File: config.mk
export PLATFORM = sky130hd
export DESIGN_NAME = scc_audio_decim_flat
export DESIGN_NICKNAME = d
export VERILOG_FILES = /design/src/rtl/scc_audio_decim_pkg.sv /design/src/rtl/scc_audio_decim_if.sv /design/src/rtl/scc_audio_decim_dc_block.sv /design/src/rtl/scc_audio_decim.sv /design/src/flat_wrapper.sv
export SDC_FILE = /design/constraint.sdc
export NUM_CORES = 1
export LEC_CHECK = 0
export ABC_AREA = 1
export ABC_CLOCK_PERIOD_IN_PS = 2000
export CORE_MARGIN = 5
export CORE_UTILIZATION = 40
export CTS_BUF_LIST = sky130_fd_sc_hd__clkbuf_8 sky130_fd_sc_hd__clkbuf_16
export DETAILED_ROUTE_END_ITERATION = 8
export PLACE_DENSITY = 0.61
export SYNTH_ARGS = -nofsm -noshare
export SYNTH_HDL_FRONTEND = slang
export SYNTH_HIERARCHICAL = 1
export SYNTH_SLANG_ARGS = --single-unit
export TNS_END_PERCENT = 1
File: constraint.sdc
create_clock -name clk -period 2 [get_ports clk]
set_clock_uncertainty 0.05 [all_clocks]
set_input_delay 0.6 -clock clk [delete_from_list [all_inputs] [get_ports clk]]
set_output_delay 0.6 -clock clk [all_outputs]
set_load 0.05 [all_outputs]
File: src/rtl/scc_audio_decim_pkg.sv
// Shared sample type, saturation limits and the 18-to-16 bit clamp used by the
// SCC audio decimator and its optional DC-block stage.
package scc_audio_pkg;

  typedef logic signed [15:0] sample_t;

  localparam sample_t SAMPLE_MAX = 16'sh7FFF;
  localparam sample_t SAMPLE_MIN = 16'sh8000;

  function automatic sample_t sat16(input logic signed [17:0] v);
    sample_t r;
    if (v > 18'sd32767)
      r = SAMPLE_MAX;
    else if (v < -18'sd32768)
      r = SAMPLE_MIN;
    else
      r = v[15:0];
    return r;
  endfunction

endpackage

File: src/rtl/scc_audio_decim_if.sv
// Valid/ready sample bus between the decimator (master) and the audio mixer (slave).
interface scc_audio_decim_if;
  import scc_audio_pkg::*;

  sample_t sample_out;
  logic    sample_valid;
  logic    sample_ready;

  modport master (output sample_out, output sample_valid, input sample_ready);
  modport slave  (input sample_out, input sample_valid, output sample_ready);

endinterface

File: src/rtl/scc_audio_decim_dc_block.sv
// One-pole DC-block filter stage with x_prev/y_prev state; only built when
// SCC_DCBLOCK_EN is defined. Output is registered one clock after i_valid.
module scc_dc_block
  import scc_audio_pkg::*;
#(
  parameter int DC_SHIFT = 8
) (
  input  logic    clk,
  input  logic    reset,
  input  logic    i_valid,
  input  sample_t i_avg,
  output logic    o_valid,
  output sample_t o_y
);

  sample_t r_x_prev;
  sample_t r_y_prev;
  logic signed [17:0] w_avg_ext;
  logic signed [17:0] w_x_ext;
  logic signed [17:0] w_y_ext;
  logic signed [17:0] w_y;

  assign w_avg_ext = {{2{i_avg[15]}}, i_avg};
  assign w_x_ext   = {{2{r_x_prev[15]}}, r_x_prev};
  assign w_y_ext   = {{2{r_y_prev[15]}}, r_y_prev};
  // 18 bits hold the worst-case sum of three full-scale terms without wrapping
  assign w_y       = w_avg_ext - w_x_ext + w_y_ext - (w_y_ext >>> DC_SHIFT);

  always_ff @(posedge clk) begin
    if (reset) begin
      r_x_prev <= '0;
      r_y_prev <= '0;
      o_y      <= '0;
      o_valid  <= 1'b0;
    end else begin
      o_valid <= i_valid;
      if (i_valid) begin
        r_x_prev <= i_avg;
        r_y_prev <= sat16(w_y);
        o_y      <= sat16(w_y);
      end
    end
  end

endmodule

File: src/rtl/scc_audio_decim.sv
// Box-car average and decimate-by-2^DECIM_LOG2 of the SCC mix, with a
// valid/ready output register. Define SCC_DCBLOCK_EN to insert the DC-block filter.
module scc_audio_decim
  import scc_audio_pkg::*;
#(
  parameter int DECIM_LOG2 = 3,
  parameter int DC_SHIFT   = 8
) (
  input  logic    clk,
  input  logic    reset,
  input  logic    clk_en,
  input  sample_t wave_in,
  output logic    overrun,
  input  logic    overrun_clr,
  scc_audio_decim_if.master bus
);

  localparam int N  = 1 << DECIM_LOG2;
  localparam int AW = 16 + DECIM_LOG2;

  logic signed [AW-1:0]   r_acc;
  logic [DECIM_LOG2-1:0]  r_count;
  sample_t                r_avg;
  logic                   r_s1_valid;
  logic signed [AW-1:0]   w_sum;
  logic signed [AW-1:0]   w_shift;
  sample_t                w_s2;
  logic                   w_s2_valid;
  sample_t                r_sample_out;
  logic                   r_sample_valid;
  logic                   r_overrun;

  assign w_sum   = r_acc + $signed({{DECIM_LOG2{wave_in[15]}}, wave_in});
  assign w_shift = w_sum >>> DECIM_LOG2;

  always_ff @(posedge clk) begin
    if (reset) begin
      r_acc      <= '0;
      r_count    <= '0;
      r_avg      <= '0;
      r_s1_valid <= 1'b0;
    end else begin
      r_s1_valid <= 1'b0;
      if (clk_en) begin
        if (r_count == DECIM_LOG2'(N - 1)) begin
          r_avg      <= w_shift[15:0];
          r_acc      <= '0;
          r_count    <= '0;
          r_s1_valid <= 1'b1;
        end else begin
          r_acc   <= w_sum;
          r_count <= r_count + DECIM_LOG2'(1);
        end
      end
    end
  end

`ifdef SCC_DCBLOCK_EN
  scc_dc_block #(
    .DC_SHIFT (DC_SHIFT)
  ) u_dc_block (
    .clk     (clk),
    .reset   (reset),
    .i_valid (r_s1_valid),
    .i_avg   (r_avg),
    .o_valid (w_s2_valid),
    .o_y     (w_s2)
  );
`else
  sample_t    r_s2;
  logic       r_s2_valid;
  logic [3:0] w_unused_dc_shift;

  // DC_SHIFT only matters to the filter; keep it referenced in this build
  assign w_unused_dc_shift = 4'(DC_SHIFT);

  always_ff @(posedge clk) begin
    if (reset) begin
      r_s2       <= '0;
      r_s2_valid <= 1'b0;
    end else begin
      r_s2_valid <= r_s1_valid;
      if (r_s1_valid) r_s2 <= r_avg;
    end
  end

  assign w_s2       = r_s2;
  assign w_s2_valid = r_s2_valid;
`endif

  // A new sample replaces an unconsumed one; that only counts as overrun without a transfer
  always_ff @(posedge clk) begin
    if (reset) begin
      r_sample_out   <= '0;
      r_sample_valid <= 1'b0;
      r_overrun      <= 1'b0;
    end else begin
      if (w_s2_valid) begin
        r_sample_out   <= w_s2;
        r_sample_valid <= 1'b1;
      end else if (r_sample_valid && bus.sample_ready) begin
        r_sample_valid <= 1'b0;
      end
      if (w_s2_valid && r_sample_valid && !bus.sample_ready)
        r_overrun <= 1'b1;
      else if (overrun_clr)
        r_overrun <= 1'b0;
    end
  end

  assign bus.sample_out   = r_sample_out;
  assign bus.sample_valid = r_sample_valid;
  assign overrun          = r_overrun;

endmodule

File: src/flat_wrapper.sv
// flat-port wrapper written by rule: the top's interface ports become plain ports
module scc_audio_decim_flat import scc_audio_pkg::*;
#(
  parameter int DECIM_LOG2 = 3,
  parameter int DC_SHIFT   = 8
)
  (clk, reset, clk_en, wave_in, overrun, overrun_clr, bus_sample_out, bus_sample_valid, bus_sample_ready);
  scc_audio_decim_if bus_i ();
  input  logic clk;
  input  logic reset;
  input  logic clk_en;
  input  sample_t wave_in;
  output logic overrun;
  input  logic overrun_clr;
  output wire logic [$bits(bus_i.sample_out)-1:0] bus_sample_out;
  output wire logic [$bits(bus_i.sample_valid)-1:0] bus_sample_valid;
  input wire logic [$bits(bus_i.sample_ready)-1:0] bus_sample_ready;
  assign bus_sample_out = bus_i.sample_out;
  assign bus_sample_valid = bus_i.sample_valid;
  assign bus_i.sample_ready = bus_sample_ready;
  scc_audio_decim #(.DECIM_LOG2(DECIM_LOG2), .DC_SHIFT(DC_SHIFT)) u_core (.clk(clk), .reset(reset), .clk_en(clk_en), .wave_in(wave_in), .overrun(overrun), .overrun_clr(overrun_clr), .bus(bus_i));
endmodule
==> results.md, run 1 <==
| Stage | Item | Value |
| --- | --- | --- |
| clock network | Clock latency of the later-clocked register in the worst-skew pair | 350 ps |
| floorplan | Chip height | 107.2 um |
| grt | Final global-route overflow total | 0 |
| clock network | Clock tree from TritonCTS | done |
| power | Part of the power in combinational logic | 25.9% |
| synthesis | Predominant post-synthesis flop cell | sky130_fd_sc_hd__dfxtp_1 |
| sta | Max-slew violation count | 0 |
| synthesis | Mapped Area | 3779 um2 |
| worst setup path | CP arrival | 2120 ps |
| worst hold path | End point of the worst hold path | u_core/r_s2[12]$_SDFFE_PP0P_ |
| cells and area | Inserted Diodes | 0 |
| synthesis | Dominant combinational cell family by area after synthesis | simple AND/OR/NAND/NOR gates |
| route | DR pass1 iterations | 4 |
| cells and area | Count of nets after finishing | 658 |
| synthesis | Largest cells by area after synthesis | sky130_fd_sc_hd__dfxtp_1 39%, sky130_fd_sc_hd__nand2_1 12%, sky130_fd_sc_hd__nor2_1 8.4%, sky130_fd_sc_hd__ha_1 6.6%, sky130_fd_sc_hd__o21ai_0 6.1% |
| power | Net switching power of the design | 1206 uW |
| floorplan | Total die area | 11490 um2 |
| floorplan | Area of the core region | 9240 um2 |
| floorplan | Starting utilization of the core area | 40.89% |
| synthesis | Number of nets produced by synthesis | 585 |
| cells and area | Share of cells above drive strength 1 | 24.96% |
| synthesis | EDFF count, synth | 0 |
| grt | Pin count of the biggest net entering global routing | 39 |
| clock network | Total of hold buffers inserted after clock tree synthesis | 0 |
| synthesis | Avg Cell Area, Syn | 6.959 um2 |
| synthesis | Synthesized-area fraction occupied by and/or/nand/nor cells | 28.64% |
| grt | Via count of the first global-routing pass | 3348 |
| worst setup path | Cell count of the worst reg-to-reg path | 14 |
| power | IR drop worst, VDD | 0.0004215 V |
| place | Post-placement cell area | 4544 um2 |
| sta | Post-route setup slack | 89.25 ps |
| grt | Global-route total usage across every layer | 16.30% |
| sta | Fmax | 523.4 MHz |
| synthesis | Proportion of synthesized flip-flops having asynchronous set or reset | 0% |
| synthesis | Xor-xnor portion of the synthesized cell area | 1.391% |
| grt | Number of antenna violations at the first check in global routing | 0 |
| floorplan | Count of boundary I/O pins | 39 |
| worst hold path | Source of the worst hold timing path | u_core/r_avg[12]$_SDFFE_PP0P_ |
| synthesis | Number of warnings printed during yosys synthesis | 6 |
| place | Detailed-placement wirelength estimate | 6319 um |
| job | Count of maximum capacitance violations | 0 |
| worst hold path | Cell depth of the worst hold path | 2 |
| synthesis | Top cell type by total area after synthesis | sky130_fd_sc_hd__dfxtp_1 |
| worst setup path | Worst endpoint required time | 2210 ps |
| route | Sum of routed wire length over all layers | 9024 um |
| clock network | Clock sink count | 74 |
| cells and area | Synthesis-to-layout area growth | 33.94% |
| synthesis | List of most frequent post-synthesis cells | 122 x sky130_fd_sc_hd__nand2_1, 85 x sky130_fd_sc_hd__nor2_1, 74 x sky130_fd_sc_hd__dfxtp_1 |
| sta | Slew margin rel. | 73.90% |
| synthesis | Number of unique standard cell types used by synthesis | 34 |
| route | DRT iter0 DRCs | 127 |
| worst setup path | Endpoint class of the critical path | register |
| worst setup path | Startpoint Class | input pin |
| floorplan | Std-Cell Rows | 35 |
| floorplan | Horizontal die dimension | 107.2 um |
| power | Clock power frac | 32.5% |
| sta | Final critical delay including setup and external delays | 1911 ps |
| worst setup path | Classification of the worst setup path | input pin to register |
| cells and area | Share of the core filled with cells | 54.77% |
| power | Reg power frac | 41.6% |
| route | Average wire per cell in the routed design | 12.03 um |
| sta | Final hold violation count | 0 |
| synthesis | Cell with the most instances after synthesis | sky130_fd_sc_hd__nand2_1 |
| clock network | H-tree levels | 3 |
| sta | Final cycle utilization of the critical path | 95.54% |
| clock network | Maximum clock path buffer count | 2 |
| power | Power per unit of standard cell area | 746.3 nW/um2 |
| place | Port Buffer Count | 38 |
| route | Remaining antenna violation count after routing | 0 |
| sta | RSZ-0062 raised after global routing | true |
| synthesis | Complex-gate fraction of the synthesized area | 15.03% |
| cells and area | Fill cell instance count of the final layout | 908 |
| power | Leakage Power | 0.002528 uW |
| worst hold path | Min-delay worst type | register to register |
| power | Switching Fraction | 31.92% |
| place | RePlAce Congestion | 0.8588 |
| worst setup path | Critical path fanouts, max | 4 |
| place | Worst-case setup slack after placement | -532.4 ps |
| synthesis | Number of standard cells after synthesis | 543 |
| sta | Worst slew pin tran | 389.1 ps |
| sta | WHS | 409.3 ps |
| synthesis | Synth top area share | 39.21% |
| worst setup path | Reg-to-reg endpoint | u_core/r_acc[14]$_SDFFE_PP0P_ |
| worst setup path | R2R Setup Slk | 160 ps |
| power | Total power of the final layout | 3777 uW |
| clock network | Number of clock buffers inserted by TritonCTS | 9 |
| grt | Wire length of the first global-routing pass | 15110 um |
| status | Result of the run | finished, final reports clean |
| cells and area | Fin area | 5061 um2 |
| sta | Setup Viol. Count Final | 0 |
| synthesis | Synthesis-stage register bit count | 74 |
| worst setup path | Beginning of the worst register-to-register path | u_core/r_acc[0]$_SDFFE_PP0P_ |
| route | Routed vias | 3541 |
| clock network | Clock tree root buffer cell | sky130_fd_sc_hd__clkbuf_8 |
| route | Average via count per standard cell | 4.721 |
| power | Cell internal power dissipation | 2571 uW |
| synthesis | Fraction of synthesized area in multiplexers | 0% |
| synthesis | Proportion of synthesized chip area in sequential cells | 39.21% |
| clock network | Clk pin slew, worst setup/hold paths | 90 ps |
| route | Post-route DRC violation count | 0 |
| synthesis | Adder-cell share of the synthesized area | 7.152% |
## final cells by class
type / instances / area, um2 / area share [%]
clock buffers: 9 / 123.9 / 2.447
well taps: 129 / 161.4 / 3.189
multi-input cells: 386 / 2262 / 44.70
inverters: 64 / 240.2 / 4.747
clock inverters: 7 / 83.83 / 1.656
flip-flops and latches: 74 / 1481 / 29.27
repair buffers: 81 / 708.2 / 13.99
## per-stage QoR
step / instances / setup TNS [ps]
2_1_floorplan: 543 / 0
3_3_place_gp: 731 / -13880
3_5_place_dp: 731 / -14460
4_1_cts: 748 / -23.26
5_1_grt: 750 / -5.552
6_report: 750 / 0
## registers in the layout (all words and copies together) (netlist names)
signal / flops
u_core/r_s2_valid: 1
u_core/bus.sample_valid: 1
u_core/r_count: 3
u_core/r_acc: 19
u_core/r_avg: 16
u_core/r_s2: 16
u_core/overrun: 1
u_core/bus.sample_out: 16
u_core/r_s1_valid: 1
## logic make-up (layout without fill, tap and decap cells)
group	count (synthesis)	after routing
simple gates	255	255
buf+inv	83	161
compound gates	104	104
xor+xnor	6	6
fa+ha+maj	21	21
flops	74	74
## how the worst max path moves through the flow
stage	start	to	slack, ps	cells past startpoint
finish	wave_in[8]	u_core/r_avg[12]$_SDFFE_PP0P_	90	14
global placement	wave_in[6]	u_core/r_avg[7]$_SDFFE_PP0P_	-530	11
floorplan	wave_in[0]	u_core/r_avg[13]$_SDFFE_PP0P_	7	15
CTS	wave_in[12]	u_core/r_avg[10]$_SDFFE_PP0P_	-10	10
detailed placement	wave_in[0]	u_core/r_avg[15]$_SDFFE_PP0P_	-530	15
global route	u_core/r_acc[0]$_SDFFE_PP0P_	u_core/r_acc[14]$_SDFFE_PP0P_	-6	14
## layer usage
layer	vias to the layer above	track usage, %	routed length (um)
li1	1867	-	-
met1	1591	21.67	4397
met2	69	25.83	4082
met3	14	4.094	393
met4	0	5.297	150
met5	-	0	0
## layout by cell type (no fill, tap or decap), drive strengths merged, types with 3 or more instances in the layout
| cell type | count |
|---|---|
| nor2 | 90 |
| clkbuf | 10 |
| xor2 | 5 |
| buf | 61 |
| dlymetal6s2s | 6 |
| ha | 20 |
| clkdlybuf4s50 | 4 |
| dlygate4sd2 | 8 |
| or2 | 3 |
| dfxtp | 74 |
| o21ai | 48 |
| nand2 | 131 |
| clkinv | 3 |
| nand3 | 27 |
| inv | 66 |
| a21oi | 50 |
## power by group through the flow
stage               logic, uW  registers, uW  clock network (uW)
floorplan                 539           1580                   0
global placement          836           1590                   0
detailed placement        844           1590                   0
CTS                       920           1570                1270
global route             1090           1580                1350
finish                    979           1570                1230
## repair_timing
item / 4_1_cts / 5_1_grt
buffers inserted: 1 / 2
pin swaps: 12 / 15
setup endpoints to repair: 27 / 26
resized for setup: 39 / 27
## worst max-delay path, cell delays in order
cell and delay [ps]:
sky130_fd_sc_hd__dlygate4sd2_1 260, sky130_fd_sc_hd__ha_4 290, sky130_fd_sc_hd__nand2_1 60, sky130_fd_sc_hd__nand2_1 50, sky130_fd_sc_hd__inv_1 40, sky130_fd_sc_hd__buf_4 120, sky130_fd_sc_hd__o21bai_1 200, sky130_fd_sc_hd__a21oi_1 120
sky130_fd_sc_hd__nand2_1 80, sky130_fd_sc_hd__nand2_1 70, sky130_fd_sc_hd__nand2_1 80, sky130_fd_sc_hd__nand2_1 60, sky130_fd_sc_hd__nand2_1 50, sky130_fd_sc_hd__inv_1 30
(Power assumes the default switching activity.)
==> inputs of run 2 (changes only) <==
- ABC_AREA: 1 -> not set
- CELL_PAD_IN_SITES_DETAIL_PLACEMENT: not set -> 1
- CELL_PAD_IN_SITES_GLOBAL_PLACEMENT: not set -> 2
- CORE_UTILIZATION: 40 -> 31
- PLACE_DENSITY: 0.61 -> 0.73
==> results.md, run 2 <==
| Stage | Item | Value |
| --- | --- | --- |
| status | Result of the run | finished, violations left |
| status | Violated checks | negative setup slack |
| route | DRT iter0 DRCs | 189 |
| synthesis | Largest cells by area after synthesis | sky130_fd_sc_hd__dfxtp_1 41%, sky130_fd_sc_hd__mux2i_1 9.5%, sky130_fd_sc_hd__ha_1 7.0%, sky130_fd_sc_hd__nor2_1 6.1%, sky130_fd_sc_hd__nand2_1 3.5% |
| cells and area | Most flop-heavy register | u_core/r_acc |
| route | Post-route DRC violation count | 0 |
| cells and area | Commonest non-fill, non-tap cell in the layout | sky130_fd_sc_hd__buf_4 |
| route | DR pass1 iterations | 4 |
| route | Routed vias | 3230 |
| synthesis | Number of nets produced by synthesis | 435 |
| power | IR drop worst, VDD | 0.0004082 V |
| route | Remaining antenna violation count after routing | 0 |
| synthesis | Top cell type by total area after synthesis | sky130_fd_sc_hd__dfxtp_1 |
| synthesis | Avg Cell Area, Syn | 9.134 um2 |
| worst hold path | Source of the worst hold timing path | u_core/r_avg[8]$_SDFFE_PP0P_ |
| grt | Pin count of the biggest net entering global routing | 68 |
| clock network | Clock tree root buffer cell | sky130_fd_sc_hd__clkbuf_16 |
| power | Power per unit of standard cell area | 855.6 nW/um2 |
| worst setup path | Classification of the worst setup path | register to register |
| floorplan | Std-Cell Rows | 39 |
| cells and area | Synthesis-to-layout area growth | 48.73% |
| synthesis | Number of warnings printed during yosys synthesis | 6 |
| worst setup path | Endpoint class of the critical path | register |
| sta | Final cycle utilization of the critical path | 118.2% |
| synthesis | Cell with the most instances after synthesis | sky130_fd_sc_hd__dfxtp_1 |
| job | Count of maximum capacitance violations | 0 |
| cells and area | Inserted Diodes | 0 |
| worst setup path | Slowest cell on the critical path | sky130_fd_sc_hd__dfxtp_1 |
| synthesis | Synth top area share | 41.27% |
| synthesis | List of most frequent post-synthesis cells | 74 x sky130_fd_sc_hd__dfxtp_1, 58 x sky130_fd_sc_hd__nor2_1, 34 x sky130_fd_sc_hd__mux2i_1 |
| worst hold path | Cell depth of the worst hold path | 2 |
| clock network | Number of clock buffers inserted by TritonCTS | 9 |
| worst setup path | Crit path max-delay family | compound AO/OA/AOI/OAI gates |
| worst setup path | CP Cell Sequence | ha_4, a21o_1, a21oi_2, a2111oi_4, buf_4, buf_4, o21ai_0, a21o_1, nand3_1, a21oi_1 |
| power | Leakage Power | 0.002143 uW |
| sta | Worst slew pin tran | 418.4 ps |
| cells and area | Flip-flop count of the largest register, all copies and words added | 19 |
| worst setup path | R2R Setup Slk | -360 ps |
| floorplan | Starting utilization of the core area | 31.57% |
| sta | Setup Viol. Count Final | 25 |
| sta | RSZ-0062 raised after global routing | true |
| worst hold path | Min-delay worst type | register to register |
| worst setup path | Startpoint Class | register |
| grt | Global-route total usage across every layer | 15.75% |
| floorplan | Total die area | 13830 um2 |
| grt | Via count of the first global-routing pass | 3527 |
| synthesis | Proportion of synthesized chip area in sequential cells | 41.27% |
| place | Detailed-placement wirelength estimate | 7493 um |
| clock network | Total of hold buffers inserted after clock tree synthesis | 0 |
| worst setup path | Worst endpoint required time | 2220 ps |
| clock network | Clock tree from TritonCTS | done |
| clock network | Clock sink count | 74 |
| floorplan | Chip height | 117.6 um |
| cells and area | Count of nets after finishing | 548 |
| sta | Max-slew violation count | 0 |
| sta | Post-route setup slack | -364.6 ps |
| synthesis | Proportion of synthesized flip-flops having asynchronous set or reset | 0% |
| clock network | H-tree levels | 3 |
| synthesis | Number of unique standard cell types used by synthesis | 56 |
| synthesis | Number of standard cells after synthesis | 393 |
| route | Sum of routed wire length over all layers | 11040 um |
| place | RePlAce Congestion | 0.8463 |
| floorplan | Area of the core region | 11370 um2 |
| grt | Number of antenna violations at the first check in global routing | 0 |
| floorplan | Count of boundary I/O pins | 39 |
| worst setup path | Worst path buffer plus inverter count | 2 |
| worst setup path | Reg-to-reg endpoint | u_core/r_avg[8]$_SDFFE_PP0P_ |
| sta | Slew margin rel. | 71.92% |
| synthesis | EDFF count, synth | 0 |
| worst hold path | End point of the worst hold path | u_core/r_avg[8]$_SDFFE_PP0P_ |
| synthesis | Predominant post-synthesis flop cell | sky130_fd_sc_hd__dfxtp_1 |
| floorplan | Horizontal die dimension | 117.6 um |
| cells and area | Most frequent cells in the layout | 97 x sky130_fd_sc_hd__buf_4, 70 x sky130_fd_sc_hd__dfxtp_1, 57 x sky130_fd_sc_hd__nor2_1, 34 x sky130_fd_sc_hd__mux2i_1, 30 x sky130_fd_sc_hd__nand2_1 |
| worst setup path | Beginning of the worst register-to-register path | u_core/r_acc[3]$_SDFFE_PP0P_ |
| synthesis | Mapped Area | 3590 um2 |
| worst setup path | CP arrival | 2580 ps |
| cells and area | Share of the core filled with cells | 46.96% |
| worst setup path | Start point of the critical path | u_core/r_acc[3]$_SDFFE_PP0P_ |
| worst setup path | Cell count of the worst reg-to-reg path | 10 |
| route | Average via count per standard cell | 4.939 |
| sta | Final hold violation count | 0 |
| cells and area | Share of cells above drive strength 1 | 36.20% |
| place | Worst-case setup slack after placement | -1112 ps |
| worst setup path | Critical path fanouts, max | 3 |
| grt | Wire length of the first global-routing pass | 17720 um |
| clock network | Maximum clock path buffer count | 2 |
| route | Average wire per cell in the routed design | 16.88 um |
| clock network | Clk pin slew, worst setup/hold paths | 60 ps |
| place | Port Buffer Count | 38 |
| sta | Final critical delay including setup and external delays | 2365 ps |
| grt | Final global-route overflow total | 0 |
| synthesis | Synthesis-stage register bit count | 74 |
| sta | Fmax | 422.9 MHz |
| worst setup path | Largest stage delay on the critical path | 370 ps |
| clock network | Clock latency of the later-clocked register in the worst-skew pair | 340 ps |
==> run 2: repair_timing <==
item | CTS | global route
endpoints found under the setup margin | 30 | 30
pin swaps | 45 | 18
resized for setup | 79 | 12
buffers inserted | 13 | 1
==> run 2: per-stage QoR <==
stage / total power [uW] / hold slack, ps / instances / TNS (ps) / area (um2)
floorplan: 2204 / 379.1 / 393 / -5138 / 3623
global placement: 2645 / 393.1 / 624 / -26000 / 4587
detailed placement: 2679 / 396.4 / 624 / -27730 / 4587
CTS: 4524 / 402.3 / 653 / -4470 / 5256
global route: 4786 / 420.4 / 654 / -7425 / 5339
finish: 4568 / 401.6 / 654 / -5107 / 5339
==> run 2: layer usage <==
layer | track usage (%) | wire (um) | vias up
met5 | 0 | 0 | -
met4 | 7.455 | 185 | 0
met3 | 2.547 | 244 | 15
met2 | 25.60 | 5486 | 35
met1 | 20.36 | 5125 | 1555
li1 | - | - | 1625
==> run 2: worst max path at each step <==
| stage | endpoint | cells after the start | slack [ps] |
|---|---|---|---|
| 2_1_floorplan | u_core/r_avg[15]$_SDFFE_PP0P_ | 10 | -450 |
| 3_3_place_gp | u_core/r_avg[15]$_SDFFE_PP0P_ | 11 | -1070 |
| 3_5_place_dp | u_core/r_avg[12]$_SDFFE_PP0P_ | 11 | -1110 |
| 4_1_cts | u_core/r_acc[17]$_SDFFE_PP0P_ | 9 | -310 |
| 5_1_grt | u_core/r_avg[8]$_SDFFE_PP0P_ | 10 | -440 |
| 6_report | u_core/r_avg[8]$_SDFFE_PP0P_ | 10 | -360 |
==> run 2: kinds of logic (layout without fill, tap and decap cells) <==
| kind of cell | after synthesis | count (layout) | synth area share (%) |
|---|---|---|---|
| AND/OR/NAND/NOR | 127 | 127 | 15.68 |
| AO/OA/AOI/OAI | 88 | 88 | 18.26 |
| flip-flops | 74 | 74 | 41.27 |
| multiplexers | 35 | 35 | 9.899 |
| buffers and inverters | 35 | 153 | 3.799 |
| adder cells (fa/ha/maj) | 21 | 21 | 7.529 |
| XOR/XNOR | 13 | 13 | 3.555 |
==> run 2: layout make-up <==
cell class / instances / area (um2)
Inverter: 16 / 62.56
Multi-Input combinational cell: 284 / 2364
Clock inverter: 6 / 58.81
Timing Repair Buffer: 121 / 949.7
Tap cell: 143 / 178.9
Fill cell: 1285 / 6031
Clock buffer: 10 / 239.0
Sequential cell: 74 / 1486
==> run 2: tightest hold or removal path, cell delays in order (launching register included) <==
cell and delay [ps]:
sky130_fd_sc_hd__dfxtp_1 300, sky130_fd_sc_hd__nand2_1 50, sky130_fd_sc_hd__a21oi_1 50
==> run 2: where the power goes <==
| group | internal [uW] | leakage, uW | total (uW) | switching (uW) |
|---|---|---|---|---|
| combinational | 677 | 0.00139 | 1350 | 674 |
| sequential | 1540 | 0.000601 | 1600 | 59.1 |
| clock | 990 | 0.000151 | 1620 | 631 |
==> inputs of run 3 (changes only) <==
- REMOVE_ABC_BUFFERS: not set -> 1
==> results.md, run 3 (same netlist as run 2, synthesis figures left out) <==
| Stage | Item | Value |
| --- | --- | --- |
| worst setup path | Cell count of the worst reg-to-reg path | 8 |
| status | Result of the run | finished, violations left |
| worst setup path | Endpoint class of the critical path | register |
| cells and area | Share of cells above drive strength 1 | 33.87% |
| status | Violated checks | negative setup slack |
| place | Worst-case setup slack after placement | -1104 ps |
| floorplan | Starting utilization of the core area | 31.57% |
| grt | Global-route total usage across every layer | 15.68% |
| floorplan | Std-Cell Rows | 39 |
| sta | Final cycle utilization of the critical path | 114.0% |
| power | Leakage Power | 0.002077 uW |
| cells and area | Commonest non-fill, non-tap cell in the layout | sky130_fd_sc_hd__buf_4 |
| grt | Final global-route overflow total | 0 |
| cells and area | Most flop-heavy register | u_core/r_acc |
| floorplan | Area of the core region | 11370 um2 |
| worst setup path | R2R Setup Slk | -270 ps |
| worst setup path | Beginning of the worst register-to-register path | u_core/r_acc[1]$_SDFFE_PP0P_ |
| floorplan | Horizontal die dimension | 117.6 um |
| place | Post-placement cell area | 4536 um2 |
| worst hold path | Min-delay worst type | register to register |
| cells and area | Synthesis-to-layout area growth | 46.32% |
| clock network | Clock latency of the later-clocked register in the worst-skew pair | 340 ps |
| worst setup path | CP arrival | 2490 ps |
| worst setup path | Largest stage delay on the critical path | 400 ps |
| route | Post-route DRC violation count | 0 |
| route | DR pass1 iterations | 4 |
| sta | Final critical delay including setup and external delays | 2280 ps |
| grt | Pin count of the biggest net entering global routing | 35 |
| route | Average via count per standard cell | 4.986 |
| route | Remaining antenna violation count after routing | 0 |
| worst setup path | Critical path fanouts, max | 3 |
| sta | Slew margin rel. | 68.96% |
| floorplan | Count of boundary I/O pins | 39 |
| worst setup path | Classification of the worst setup path | input pin to register |
| worst setup path | Crit path max-delay family | compound AO/OA/AOI/OAI gates |
| power | Total power of the final layout | 4631 uW |
| clock network | Clock sink count | 74 |
| power | Power per unit of standard cell area | 881.6 nW/um2 |
| place | Port Buffer Count | 38 |
| sta | Setup Viol. Count Final | 22 |
| power | IR drop worst, VDD | 0.0004442 V |
| place | RePlAce Congestion | 0.8214 |
| worst setup path | Worst endpoint required time | 2210 ps |
| job | Count of maximum capacitance violations | 0 |
| route | Sum of routed wire length over all layers | 10490 um |
| sta | Worst slew pin tran | 465.0 ps |
| worst setup path | Reg-to-reg endpoint | u_core/r_acc[17]$_SDFFE_PP0P_ |
| worst setup path | Worst path buffer plus inverter count | 1 |
| floorplan | Chip height | 117.6 um |
| cells and area | Flip-flop count of the largest register, all copies and words added | 19 |
| clock network | Maximum clock path buffer count | 2 |
| grt | Wire length of the first global-routing pass | 17820 um |
| route | Routed vias | 3201 |
| route | DRT iter0 DRCs | 96 |
| sta | Final hold violation count | 0 |
| clock network | Clock tree from TritonCTS | done |
| cells and area | Inserted Diodes | 0 |
| sta | RSZ-0062 raised after global routing | true |
| sta | Post-route setup slack | -280.0 ps |
| worst setup path | Slowest cell on the critical path | sky130_fd_sc_hd__a2111oi_4 |
| route | Average wire per cell in the routed design | 16.34 um |
| sta | Fmax | 438.6 MHz |
| grt | Number of antenna violations at the first check in global routing | 0 |
| worst setup path | CP Cell Sequence | clkdlybuf4s15_2, ha_4, nand4_1, a2111oi_4, nor2_2, o22ai_2, mux2_4, o32ai_2 |
| clock network | Clk pin slew, worst setup/hold paths | 60 ps |
| worst hold path | Cell depth of the worst hold path | 2 |
| worst hold path | Source of the worst hold timing path | u_core/r_avg[7]$_SDFFE_PP0P_ |
| grt | Via count of the first global-routing pass | 3566 |
| worst hold path | End point of the worst hold path | u_core/r_avg[7]$_SDFFE_PP0P_ |
| cells and area | Fill cell instance count of the final layout | 1288 |
| worst setup path | Startpoint Class | input pin |
| clock network | Total of hold buffers inserted after clock tree synthesis | 0 |
| cells and area | Most frequent cells in the layout | 82 x sky130_fd_sc_hd__buf_4, 72 x sky130_fd_sc_hd__dfxtp_1, 55 x sky130_fd_sc_hd__nor2_1, 33 x sky130_fd_sc_hd__mux2i_1, 32 x sky130_fd_sc_hd__nand2_1 |
| cells and area | Count of nets after finishing | 536 |
| clock network | Number of clock buffers inserted by TritonCTS | 9 |
| floorplan | Total die area | 13830 um2 |
| clock network | Clock tree root buffer cell | sky130_fd_sc_hd__clkbuf_16 |
| cells and area | Fin area | 5253 um2 |
| sta | Max-slew violation count | 0 |
| clock network | H-tree levels | 3 |
| place | Detailed-placement wirelength estimate | 7552 um |
run 3: cell types whose count changed in the layout (fill, tap and decap cells not counted), sizes merged:
cell,delta
clkdlybuf4s50,-1
clkinvlp,-1
clkbuf,+1
dlymetal6s2s,+1
bufinv,+1
buf,-15
dlygate4sd2,+2
run 3: how the worst max path moves through the flow:
| stage | startpoint | to | slack, ps | cells past startpoint |
|---|---|---|---|---|
| after floorplan | wave_in[0] | u_core/r_avg[15]$_SDFFE_PP0P_ | -520 | 10 |
| after global placement | wave_in[1] | u_core/r_acc[17]$_SDFFE_PP0P_ | -1060 | 9 |
| after detailed placement | wave_in[1] | u_core/r_acc[17]$_SDFFE_PP0P_ | -1100 | 9 |
| after CTS | u_core/r_acc[0]$_SDFFE_PP0P_ | u_core/r_avg[15]$_SDFFE_PP0P_ | -280 | 10 |
| after global routing | u_core/r_acc[1]$_SDFFE_PP0P_ | u_core/r_acc[17]$_SDFFE_PP0P_ | -400 | 8 |
| final | wave_in[2] | u_core/r_acc[17]$_SDFFE_PP0P_ | -280 | 8 |
run 3: what timing repair did:
action                                  in CTS  in global routing
pin swaps                                   46                 11
setup buffers                                6                  0
endpoints found under the setup margin      31                 27
gates cloned                                 0                  0
gates resized for setup                     77                 12
run 3: stage by stage:
step	cells	util (%)	setup TNS [ps]	hold WS (ps)
floorplan	374	-	-6695	375.5
global placement	620	39.89	-27870	393.4
detailed placement	620	39.89	-28700	401.5
CTS	642	45.70	-3736	410.4
global route	642	46.20	-5910	432.3
finish	642	46.20	-3706	405.5
run 3: layout make-up:
class / instances / area (um2) / share of cell area (%)
Sequential cell: 74 / 1484 / 28.25
Multi-Input combinational cell: 284 / 2311 / 44.00
Clock buffer: 10 / 239.0 / 4.550
Timing Repair Buffer: 109 / 892.1 / 16.98
Inverter: 16 / 60.06 / 1.143
Clock inverter: 6 / 87.58 / 1.667
Tap cell: 143 / 178.9 / 3.406
run 3: power by group:
group	internal, uW	total [uW]	switching, uW
registers	1540	1590	56.9
clock network	1130	1790	659
logic	629	1250	620
total	3300	4630	1340
run 3: worst register-to-register path: stages (launching register included):
cell	delay, ps
sky130_fd_sc_hd__dfxtp_2	340
sky130_fd_sc_hd__ha_4	260
sky130_fd_sc_hd__a21o_1	130
sky130_fd_sc_hd__nand4_1	210
sky130_fd_sc_hd__a2111oi_4	400
sky130_fd_sc_hd__nor2_2	100
sky130_fd_sc_hd__o22ai_2	170
sky130_fd_sc_hd__mux2_4	330
sky130_fd_sc_hd__o32ai_2	180
run 3: layer usage:
metal  routed length, um  GRT usage [%]  up-vias
met1                4613          18.55     1553
met4                 238          7.312        0
met2                5387          27.55       33
met3                 249          2.547       16
met5                   0              0        -
li1                    -              -     1599
